**src/rtl/bp_common_pkg.sv**
```systemverilog
// ----------------------------------------------------------------------------
//  bp_common_pkg
//  Shared types for the configuration bank and its switch sequencer.
//  Revision: 1.0
// ----------------------------------------------------------------------------
`default_nettype none

package bp_common_pkg;

   typedef enum logic [1:0] {
      e_cfg_idle  = 2'd0,
      e_cfg_drain = 2'd1,
      e_cfg_apply = 2'd2
   } bp_cfg_bank_state_e;

endpackage

`default_nettype wire

```
**src/rtl/bp_cfg_bank_if.sv**
```systemverilog
// ----------------------------------------------------------------------------
//  bp_cfg_bank_if
//  Write, read, switch and active-configuration signals of bp_cfg_bank.
//  Revision: 1.0
// ----------------------------------------------------------------------------
`default_nettype none

interface bp_cfg_bank_if #(
   parameter int els_p   = 16,
   parameter int width_p = 64
) ();
   localparam int lg_els_lp = $clog2(els_p);

   logic                 w_v_i;
   logic                 w_ready_o;
   logic [lg_els_lp-1:0] w_addr_i;
   logic [width_p-1:0]   w_data_i;

   logic                 r_v_i;
   logic [lg_els_lp-1:0] r_addr_i;
   logic                 r_v_o;
   logic [width_p-1:0]   r_data_o;
   logic                 r_entry_v_o;

   logic                 switch_v_i;
   logic                 switch_ready_o;
   logic [lg_els_lp-1:0] switch_sel_i;
   logic                 quiesce_i;

   logic [lg_els_lp-1:0] active_sel_o;
   logic [width_p-1:0]   active_cfg_o;
   logic                 switch_done_o;
   logic                 switch_err_o;

   modport slave (
      input  w_v_i, w_addr_i, w_data_i, r_v_i, r_addr_i,
             switch_v_i, switch_sel_i, quiesce_i,
      output w_ready_o, r_v_o, r_data_o, r_entry_v_o, switch_ready_o,
             active_sel_o, active_cfg_o, switch_done_o, switch_err_o
   );

   modport master (
      output w_v_i, w_addr_i, w_data_i, r_v_i, r_addr_i,
             switch_v_i, switch_sel_i, quiesce_i,
      input  w_ready_o, r_v_o, r_data_o, r_entry_v_o, switch_ready_o,
             active_sel_o, active_cfg_o, switch_done_o, switch_err_o
   );

endinterface

`default_nettype wire

```
**src/rtl/bp_cfg_bank_switch_fsm.sv**
```systemverilog
// ----------------------------------------------------------------------------
//  bp_cfg_bank_switch_fsm
//  IDLE -> DRAIN -> APPLY sequencer for switching the active configuration.
//  Revision: 1.0
// ----------------------------------------------------------------------------
`default_nettype none

module bp_cfg_bank_switch_fsm
   import bp_common_pkg::*;
#(
   parameter int lg_els_p = 4
) (
   input  logic                clk,
   input  logic                reset_n,
   input  logic                locked,
   input  logic                switch_v,
   input  logic [lg_els_p-1:0] switch_sel,
   input  logic                sel_valid,
   input  logic                quiesce,
   output logic                switch_ready,
   output logic                busy,
   output logic                apply,
   output logic [lg_els_p-1:0] target,
   output logic                switch_done,
   output logic                switch_err
);

   bp_cfg_bank_state_e  state, state_n;
   logic [lg_els_p-1:0] target_n;
   logic                done_n, err_n;

   always_ff @(posedge clk or negedge reset_n) begin
      if (!reset_n) begin
         state       <= e_cfg_idle;
         target      <= '0;
         switch_done <= 1'b0;
         switch_err  <= 1'b0;
      end else begin
         state       <= state_n;
         target      <= target_n;
         switch_done <= done_n;
         switch_err  <= err_n;
      end
   end

   always_comb begin
      state_n      = state;
      target_n     = target;
      done_n       = 1'b0;
      err_n        = 1'b0;
      switch_ready = (state == e_cfg_idle) && !locked;
      case (state)
         e_cfg_idle: begin
            if (switch_v && switch_ready) begin
               if (sel_valid) begin
                  target_n = switch_sel;
                  state_n  = e_cfg_drain;
               end else begin
                  err_n = 1'b1;
               end
            end
         end
         e_cfg_drain: begin
            if (quiesce) state_n = e_cfg_apply;
         end
         e_cfg_apply: begin
            state_n = e_cfg_idle;
            done_n  = 1'b1;
         end
         default: state_n = e_cfg_idle;
      endcase
   end

   assign busy  = (state != e_cfg_idle);
   assign apply = (state == e_cfg_apply);

endmodule

`default_nettype wire

```
**src/rtl/bp_cfg_bank.sv**
```systemverilog
// ----------------------------------------------------------------------------
//  bp_cfg_bank
//  Bank of configuration entries with a quiesce-gated active-config switch.
//  Optional feature macro: BP_CFG_BANK_LOCK_EN (adds sticky lock_i).
//  Revision: 1.0
// ----------------------------------------------------------------------------
`default_nettype none

module bp_cfg_bank
   import bp_common_pkg::*;
#(
   parameter int                 els_p       = 16,
   parameter int                 width_p     = 64,
   parameter int unsigned        reset_sel_p = 0,
   parameter logic [width_p-1:0] reset_cfg_p = '0
) (
   input  logic          clk_i,
   input  logic          reset_n_i,
`ifdef BP_CFG_BANK_LOCK_EN
   input  logic          lock_i,
`endif
   bp_cfg_bank_if.slave  cfg
);

   localparam int lg_els_lp = $clog2(els_p);

   logic [width_p-1:0]   entry_mem [els_p];
   logic [els_p-1:0]     valid;
   logic                 read_v;
   logic                 read_entry_v;
   logic [width_p-1:0]   read_data;
   logic [lg_els_lp-1:0] active_sel;
   logic [width_p-1:0]   active_cfg;

   logic                 locked;
   logic                 busy;
   logic                 apply;
   logic [lg_els_lp-1:0] target;
   logic                 write_ready;
   logic                 write_fire;

`ifdef BP_CFG_BANK_LOCK_EN
   always_ff @(posedge clk_i or negedge reset_n_i) begin
      if (!reset_n_i)  locked <= 1'b0;
      else if (lock_i) locked <= 1'b1;
   end
`else
   assign locked = 1'b0;
`endif

   // The pending target is frozen while a switch is in flight.
   assign write_ready = !locked && !(busy && (cfg.w_addr_i == target));
   assign write_fire  = cfg.w_v_i && write_ready;

   bp_cfg_bank_switch_fsm #(
      .lg_els_p (lg_els_lp)
   ) switch_fsm (
      .clk          (clk_i),
      .reset_n      (reset_n_i),
      .locked       (locked),
      .switch_v     (cfg.switch_v_i),
      .switch_sel   (cfg.switch_sel_i),
      .sel_valid    (valid[cfg.switch_sel_i]),
      .quiesce      (cfg.quiesce_i),
      .switch_ready (cfg.switch_ready_o),
      .busy         (busy),
      .apply        (apply),
      .target       (target),
      .switch_done  (cfg.switch_done_o),
      .switch_err   (cfg.switch_err_o)
   );

   // Entry storage and read data carry no reset.
   always_ff @(posedge clk_i) begin
      if (write_fire) entry_mem[cfg.w_addr_i] <= cfg.w_data_i;
      if (cfg.r_v_i)  read_data <= entry_mem[cfg.r_addr_i];
   end

   always_ff @(posedge clk_i or negedge reset_n_i) begin
      if (!reset_n_i) begin
         valid        <= '0;
         read_v       <= 1'b0;
         read_entry_v <= 1'b0;
         active_sel   <= lg_els_lp'(reset_sel_p);
         active_cfg   <= reset_cfg_p;
      end else begin
         if (write_fire) valid[cfg.w_addr_i] <= 1'b1;
         read_v <= cfg.r_v_i;
         if (cfg.r_v_i) read_entry_v <= valid[cfg.r_addr_i];
         if (apply) begin
            active_sel <= target;
            active_cfg <= entry_mem[target];
         end
      end
   end

   assign cfg.w_ready_o    = write_ready;
   assign cfg.r_v_o        = read_v;
   assign cfg.r_data_o     = read_data;
   assign cfg.r_entry_v_o  = read_entry_v;
   assign cfg.active_sel_o = active_sel;
   assign cfg.active_cfg_o = active_cfg;

endmodule

`default_nettype wire

```
**src/flat_wrapper.sv**
```systemverilog
// flat-port wrapper written by rule: the top's interface ports become plain ports
module bp_cfg_bank_flat import bp_common_pkg::*;
#(
   parameter int                 els_p       = 16,
   parameter int                 width_p     = 64,
   parameter int unsigned        reset_sel_p = 0,
   parameter logic [width_p-1:0] reset_cfg_p = '0
)
  (clk_i, reset_n_i, cfg_w_v_i, cfg_w_addr_i, cfg_w_data_i, cfg_r_v_i, cfg_r_addr_i, cfg_switch_v_i, cfg_switch_sel_i, cfg_quiesce_i, cfg_w_ready_o, cfg_r_v_o, cfg_r_data_o, cfg_r_entry_v_o, cfg_switch_ready_o, cfg_active_sel_o, cfg_active_cfg_o, cfg_switch_done_o, cfg_switch_err_o);
  bp_cfg_bank_if #(.els_p(els_p), .width_p(width_p)) cfg_i ();
  input  logic clk_i;
  input  logic reset_n_i;
  input wire logic [$bits(cfg_i.w_v_i)-1:0] cfg_w_v_i;
  input wire logic [$bits(cfg_i.w_addr_i)-1:0] cfg_w_addr_i;
  input wire logic [$bits(cfg_i.w_data_i)-1:0] cfg_w_data_i;
  input wire logic [$bits(cfg_i.r_v_i)-1:0] cfg_r_v_i;
  input wire logic [$bits(cfg_i.r_addr_i)-1:0] cfg_r_addr_i;
  input wire logic [$bits(cfg_i.switch_v_i)-1:0] cfg_switch_v_i;
  input wire logic [$bits(cfg_i.switch_sel_i)-1:0] cfg_switch_sel_i;
  input wire logic [$bits(cfg_i.quiesce_i)-1:0] cfg_quiesce_i;
  output wire logic [$bits(cfg_i.w_ready_o)-1:0] cfg_w_ready_o;
  output wire logic [$bits(cfg_i.r_v_o)-1:0] cfg_r_v_o;
  output wire logic [$bits(cfg_i.r_data_o)-1:0] cfg_r_data_o;
  output wire logic [$bits(cfg_i.r_entry_v_o)-1:0] cfg_r_entry_v_o;
  output wire logic [$bits(cfg_i.switch_ready_o)-1:0] cfg_switch_ready_o;
  output wire logic [$bits(cfg_i.active_sel_o)-1:0] cfg_active_sel_o;
  output wire logic [$bits(cfg_i.active_cfg_o)-1:0] cfg_active_cfg_o;
  output wire logic [$bits(cfg_i.switch_done_o)-1:0] cfg_switch_done_o;
  output wire logic [$bits(cfg_i.switch_err_o)-1:0] cfg_switch_err_o;
  assign cfg_i.w_v_i = cfg_w_v_i;
  assign cfg_i.w_addr_i = cfg_w_addr_i;
  assign cfg_i.w_data_i = cfg_w_data_i;
  assign cfg_i.r_v_i = cfg_r_v_i;
  assign cfg_i.r_addr_i = cfg_r_addr_i;
  assign cfg_i.switch_v_i = cfg_switch_v_i;
  assign cfg_i.switch_sel_i = cfg_switch_sel_i;
  assign cfg_i.quiesce_i = cfg_quiesce_i;
  assign cfg_w_ready_o = cfg_i.w_ready_o;
  assign cfg_r_v_o = cfg_i.r_v_o;
  assign cfg_r_data_o = cfg_i.r_data_o;
  assign cfg_r_entry_v_o = cfg_i.r_entry_v_o;
  assign cfg_switch_ready_o = cfg_i.switch_ready_o;
  assign cfg_active_sel_o = cfg_i.active_sel_o;
  assign cfg_active_cfg_o = cfg_i.active_cfg_o;
  assign cfg_switch_done_o = cfg_i.switch_done_o;
  assign cfg_switch_err_o = cfg_i.switch_err_o;
  bp_cfg_bank #(.els_p(els_p), .width_p(width_p), .reset_sel_p(reset_sel_p), .reset_cfg_p(reset_cfg_p)) u_core (.clk_i(clk_i), .reset_n_i(reset_n_i), .cfg(cfg_i));
endmodule
```
**config.mk**
```make
export PLATFORM = sky130hd
export DESIGN_NAME = bp_cfg_bank_flat
export DESIGN_NICKNAME = d
export VERILOG_FILES = /design/src/rtl/bp_common_pkg.sv /design/src/rtl/bp_cfg_bank_if.sv /design/src/rtl/bp_cfg_bank_switch_fsm.sv /design/src/rtl/bp_cfg_bank.sv /design/src/flat_wrapper.sv
export SDC_FILE = /design/constraint.sdc
export NUM_CORES = 1
export LEC_CHECK = 0
export CORE_ASPECT_RATIO = 0.6
export CORE_MARGIN = 1.5
export CORE_UTILIZATION = 55
export DETAILED_ROUTE_END_ITERATION = 10
export MAX_ROUTING_LAYER = met4
export PLACE_DENSITY = 0.86
export SLEW_MARGIN = 5
export SYNTH_ARGS = -nofsm -noshare
export SYNTH_HDL_FRONTEND = slang
export SYNTH_HIERARCHICAL = 1
export SYNTH_SLANG_ARGS = --single-unit
```
**constraint.sdc**
```tcl
create_clock -name clk_i -period 4.5 [get_ports clk_i]
set_input_delay 0.9 -clock clk_i [delete_from_list [all_inputs] [get_ports clk_i]]
set_output_delay 0.9 -clock clk_i [all_outputs]
set_load 0.05 [all_outputs]
```
Word level (Yosys, flattened, before mapping)

Memory sizes are Yosys's and may differ from the RTL's. A register that Yosys moved wholly into a read port is not among the register bits.
Index checks and enable logic that the tools add are counted.

Logic and storage cells: 46
Bits in latches: 0
Input port bits: 82
Memory bits (read-only): 0
Memories: 1
Flip-flop bits (word level): 30
Output and inout port bits: 138
RAM bits: 1024

Memories:

| memory           | words | bits a word | rd ports | clocked after Yosys merged registers in | wr ports | line              | text |
|---|---|---|---|---|---|---|---|
| u_core.entry_mem | 16    | 64          | 2        | 2                                       | 1        | bp_cfg_bank.sv:27 | `logic [width_p-1:0] entry_mem [els_p];` |

$add $sub $neg: 0
Shifts and indexed selects: 0
Mux-type cells: 16
Bitwise gates (word level): 1
$mul: 0
Reduce and logical (&&, ||, !) cells: 10
Eq/ne operators: 6
$lt $le $gt $ge: 4
Divide/modulo/power cells: 0

Operators by type and width:

| cell                                                               | number |
|---|---|
| bitwise OR 16 bit                                                  | 1 |
| less-than comparator 4 x 5 -> 1 bit (second input constant)        | 3 |
| two-way mux 1 bit                                                  | 9 |
| binary-select mux 1 bit (select 4 bit)                             | 2 |
| two-way mux 2 bit                                                  | 3 |
| AND reduction 3 bit                                                | 2 |
| demux 1 bit (select 4 bit)                                         | 1 |
| == test 4 bit                                                      | 1 |
| greater-or-equal comparator 4 x 1 -> 1 bit (second input constant) | 1 |
| logical AND 1 bit                                                  | 4 |
| != test 2 x 1 -> 1 bit (second input constant)                     | 2 |
| one-hot mux 2 bit (2 select lines)                                 | 1 |
| == test 2 x 1 -> 1 bit (second input constant)                     | 1 |
| == test 2 bit (second input constant)                              | 1 |
| zero test 1 bit                                                    | 2 |
| zero test 2 bit                                                    | 1 |
| != test 2 bit (second input constant)                              | 1 |
| nonzero test 2 bit                                                 | 1 |

Longest topological paths before layout

Word-level depth: 6
Gate-level depth with buffers: 8
Gate-level depth less buffers: 4

Cells and area by module

The synthesis kept the hierarchy.

Modules (own cells, without submodules):

| module                 | seq. area each (sq um) | cells each | instances | area each (sq um) |
|---|---|---|---|---|
| bp_cfg_bank            | 34823.4                | 2397       | 1         | 51385.5 |
| bp_cfg_bank_switch_fsm | 200.2                  | 22         | 1         | 334.1 |

Least setup slack after synthesis

Ideal clock, no wire load.

Path kind: input -> register
Start point: input cfg_w_addr_i[0]
End point: memory u_core.entry_mem[11][0] (enable)
Buffers on the path: 0
Arrival: 4.185 ns
Path slack: -0.172 ns
Data required time: 4.013 ns
Cell stages on the path: 4
Library setup time: 0.487 ns
Cells stage by stage: xnor2_1 > nand4_1 > o2111ai_1 > nor2_1

Word-level cells in the longest chain between the ends: 6

RTL lines:

| element                                 | line               | text |
|---|---|---|
| from (decl)                             | flat_wrapper.sv:14 | `input wire logic [$bits(cfg_i.w_addr_i)-1:0] cfg_w_addr_i;` |
| == test 4 bit                           | bp_cfg_bank.sv:52  | `assign write_ready = !locked && !(busy && (cfg.w_addr_i == target));` |
| logical AND 1 bit                       | bp_cfg_bank.sv:52  |  |
| zero test 1 bit                         | bp_cfg_bank.sv:52  |  |
| logical AND 1 bit                       | bp_cfg_bank.sv:53  | `assign write_fire = cfg.w_v_i && write_ready;` |
| two-way mux 1 bit                       | bp_cfg_bank.sv:75  | `if (write_fire) entry_mem[cfg.w_addr_i] <= cfg.w_data_i;` |
| two-way mux 1 bit (implied by the code) | bp_cfg_bank.sv:75  |  |
| to (decl)                               | bp_cfg_bank.sv:27  |  |

Several ways; a longest one is shown, not always the timed one.

Final worst setup path

Start point: register u_core.switch_fsm.target[3]
End point: output cfg_w_ready_o

Word-level cells in the longest chain between the ends: 3

RTL lines:

| element                | line                         | text |
|---|---|---|
| from (decl)            | bp_cfg_bank_switch_fsm.sv:23 | `output logic [lg_els_p-1:0] target,` |
| from (signal assigned) | bp_cfg_bank_switch_fsm.sv:40 | `target <= target_n;` |
| == test 4 bit          | bp_cfg_bank.sv:52            |  |
| logical AND 1 bit      | bp_cfg_bank.sv:52            |  |
| zero test 1 bit        | bp_cfg_bank.sv:52            |  |
| to (decl)              | flat_wrapper.sv:21           | `output wire logic [$bits(cfg_i.w_ready_o)-1:0] cfg_w_ready_o;` |

Every way passes these cells.

==> run_results.csv <==
group,metric,value,unit
status,status,"finished clean",
floorplan,rows,86,
synthesis,synthArstFlopShare,7.95,%
global_routing,antenna_found_initial,10,
min_path,hp-class,"input port to asynchronous set/reset pin",
clock_tree,ctsHtreeMaxLevel,3,
setup_path,worstSetupStartpointType,"register",
synthesis,synth.yosys.seq_area_share,67.7,%
timing,drv_slew,0,
setup_path,crit_type,"register to output port",
floorplan,start_util,56.0,%
floorplan,fp.dieW,399,um
synthesis,synth-seq-cells,1182,
synthesis,synth.area.top_cells,"edfxtp_1 63%, mux4_2 23%, dfrtp_1 4.5%",
setup_path,critPathCaptureType,"output port",
setup_path,r2r_start,"u_core/switch_fsm/target[3]",
power_and_ir_drop,p_comb_share,28.9,%
floorplan,die_area,0.0959,mm^2
clock_tree,ctsResizeCount,0,
global_routing,use_met3,7.61,%
setup_path,r2r_slack,1.41,ns
setup_path,r2r_cells,6,
power_and_ir_drop,power.density,535,mW/mm^2
timing,max_freq,0.261,GHz
power_and_ir_drop,p_switching,10.1,mW
synthesis,yosysTopAreaCell,"edfxtp_1",
clock_tree,clock_latency,0.73,ns
global_routing,grtUsageTotal,32.0,%
detailed_routing,drc,0,
clock_tree,cts_root_buf,"clkbuf_16",
power_and_ir_drop,ir_worst_vdd,0.561,mV
placement,dp_hpwl,78400,um
global_routing,grt_max_degree,142,
global_routing,grtUsageMet2,48.0,%
floorplan,core,0.0924,mm^2
synthesis,syn_area_per_cell,21.4,um^2
global_routing,use_met1,42.9,%
placement,port-buffer-count,219,
setup_path,reg2reg_to,"u_core/entry_mem[13][43]",
timing,relSlewSlack,11.0,%
power_and_ir_drop,p_leak,18.7,nW
clock_tree,cts.sinks,1182,
clock_tree,clockBufferDepth,3,
layout,drive_gt1_share,31.2,%
synthesis,yosysTopAreaCellShare,63.2,%
setup_path,worst-path-max-fanout,39,
timing,fin_crit_sh,85.2,%
layout,nFillCells,5770,
floorplan,fp.dieH,241,um
placement,place_congestion,0.869,
timing,setup_viol,0,
synthesis,synth_area,0.0517,mm^2
synthesis,synthTopCellsByCount,"1,088 x edfxtp_1, 533 x mux4_2, 107 x mux2i_1",
global_routing,grt_pass1_wl,213000,um
layout,final_util,63.7,%
global_routing,grt_overflow,0,
synthesis,synth_warnings,6,
synthesis,synth_edf_count,1088,
power_and_ir_drop,seqPwrFrac,42.1,%
synthesis,synth.most_common_cell,"edfxtp_1",
detailed_routing,first_iter_violations,4649,
clock_tree,hold_buffers,0,
power_and_ir_drop,switching_share,32.1,%
timing,rsz0062_at_grt,"no",
timing,fin_crit,3.83,ns
timing,skew,0.0197,ns
synthesis,synth_cell_type_count,34,
synthesis,syn_inst,2419,
timing,holdWs,0.211,ns
synthesis,synth_ff_type,"edfxtp_1",
detailed_routing,viasPerCell,7.39,
clock_tree,cts_buffers,102,
global_routing,busiest_layer,"met2",
layout,area_growth,13.9,%
synthesis,syn_nets,2501,
timing,finalSetupTns,0,ns
detailed_routing,routed_wl,146000,um
detailed_routing,wl_per_cell,37.0,um
clock_tree,cts_setup_buffers,0,
clock_tree,clkSlewWorstSetupHoldPaths,0.07,ns
detailed_routing,drtPass1Iterations,6,
detailed_routing,routed-via-count,29300,
clock_tree,cts_tree,"done",
power_and_ir_drop,intPower,21.4,mW
flow_run,cap_violations,0,
timing,hold_viol,0,
detailed_routing,postRouteAntennaNets,0,
floorplan,io_pins,220,
setup_path,cp_data_arrival_time,2.93,ns
setup_path,required,3.60,ns
power_and_ir_drop,p_clk_share,29.0,%
global_routing,grt_pass1_vias,30300,
timing,tightest_slew,1.33,ns
layout,fin_nets,2710,
-- sequential cells by signal, summed over array words and instances, names as in the netlist --
name,flops
u_core/valid,16
u_core/cfg.active_cfg_o,64
u_core/entry_mem,1024
u_core/cfg.active_sel_o,4
u_core/switch_fsm/state,2
u_core/switch_fsm/switch_err,1
u_core/cfg.r_entry_v_o,1
u_core/cfg.r_data_o,64
u_core/switch_fsm/target,4
u_core/switch_fsm/switch_done,1
u_core/cfg.r_v_o,1
-- worst max path at each step --
stage,startpoint,to
2_1_floorplan,cfg_w_addr_i[0],u_core/entry_mem[11][0]
3_3_place_gp,cfg_w_addr_i[1],cfg_w_ready_o
3_5_place_dp,cfg_w_addr_i[0],cfg_w_ready_o
4_1_cts,u_core/switch_fsm/target[0],cfg_w_ready_o
5_1_grt,u_core/switch_fsm/target[3],cfg_w_ready_o
6_report,u_core/switch_fsm/target[3],cfg_w_ready_o
-- layout by cell type, fill, tap and decap left out, drive strengths merged, types with 38 or more instances in the layout --
master	instances
edfxtp	1088
mux4	533
clkdlybuf4s50	213
clkbuf	133
mux2i	107
dfrtp	94
o22ai	76
buf	76
nand2	55
a22oi	52
nor2	47
mux2	46
a21oi	38
clkinv	38
-- critical path, cell delays in order, from the launching register on --
cell,delay (ns)
dfrtp_4,0.88
xnor2_1,0.19
nand4_1,0.20
nand2b_1,0.21
clkdlybuf4s50_1,0.70
-- kinds of logic (layout without fill, tap and decap cells) --
logic type / after synthesis / count (layout) / share of synthesized area, %
AOI/OAI and AO/OA: 214 / 214 / 2.67
buffers and inverters: 188 / 485 / 1.93
DFF: 1182 / 1182 / 67.7
and+or+nand+nor: 144 / 144 / 1.30
other: 1 / 13 / 0.00725
xor gates and xnor gates: 4 / 4 / 0.0677
muxes: 686 / 686 / 26.3
-- through the flow --
step / worst slack, ns / cell area [um^2] / instances / power [mW]
2_1_floorplan: -0.172 / 51700 / 2419 / 19.5
5_1_grt: 0.558 / 58900 / 3958 / 32.4
3_3_place_gp: 0.803 / 55400 / 3756 / 22.1
6_report: 0.665 / 58900 / 3960 / 31.5
3_5_place_dp: 0.891 / 55400 / 3756 / 22.3
4_1_cts: 0.678 / 58900 / 3948 / 31.5
-- per-layer routing --
layer	part of all wire, %	vias to the layer above
met5	0	-
met4	4.2	0
met3	14	433
met2	48	2776
met1	34	15100
li1	-	10900
-- power groups by stage --
stage	Combinational [mW]	Clock, mW	Sequential, mW
floorplan	5.27	0	14.3
global placement	8.70	0	13.5
detailed placement	8.87	0	13.5
CTS	9.00	9.21	13.3
global route	9.44	9.61	13.3
finish	9.11	9.15	13.3
-- layout make-up --
cell class	instances	area (um^2)	area share [%]
multi-input cells	1049	15900	26.9
diodes	12	30.0	0.0510
flip-flops and latches	1182	35000	59.5
clock buffers	133	2760	4.68
repair buffers	289	2980	5.06
inverters	4	15.0	0.0255
clock inverters	59	676	1.15
well taps	1232	1540	2.62
(Power assumes the default switching activity.)
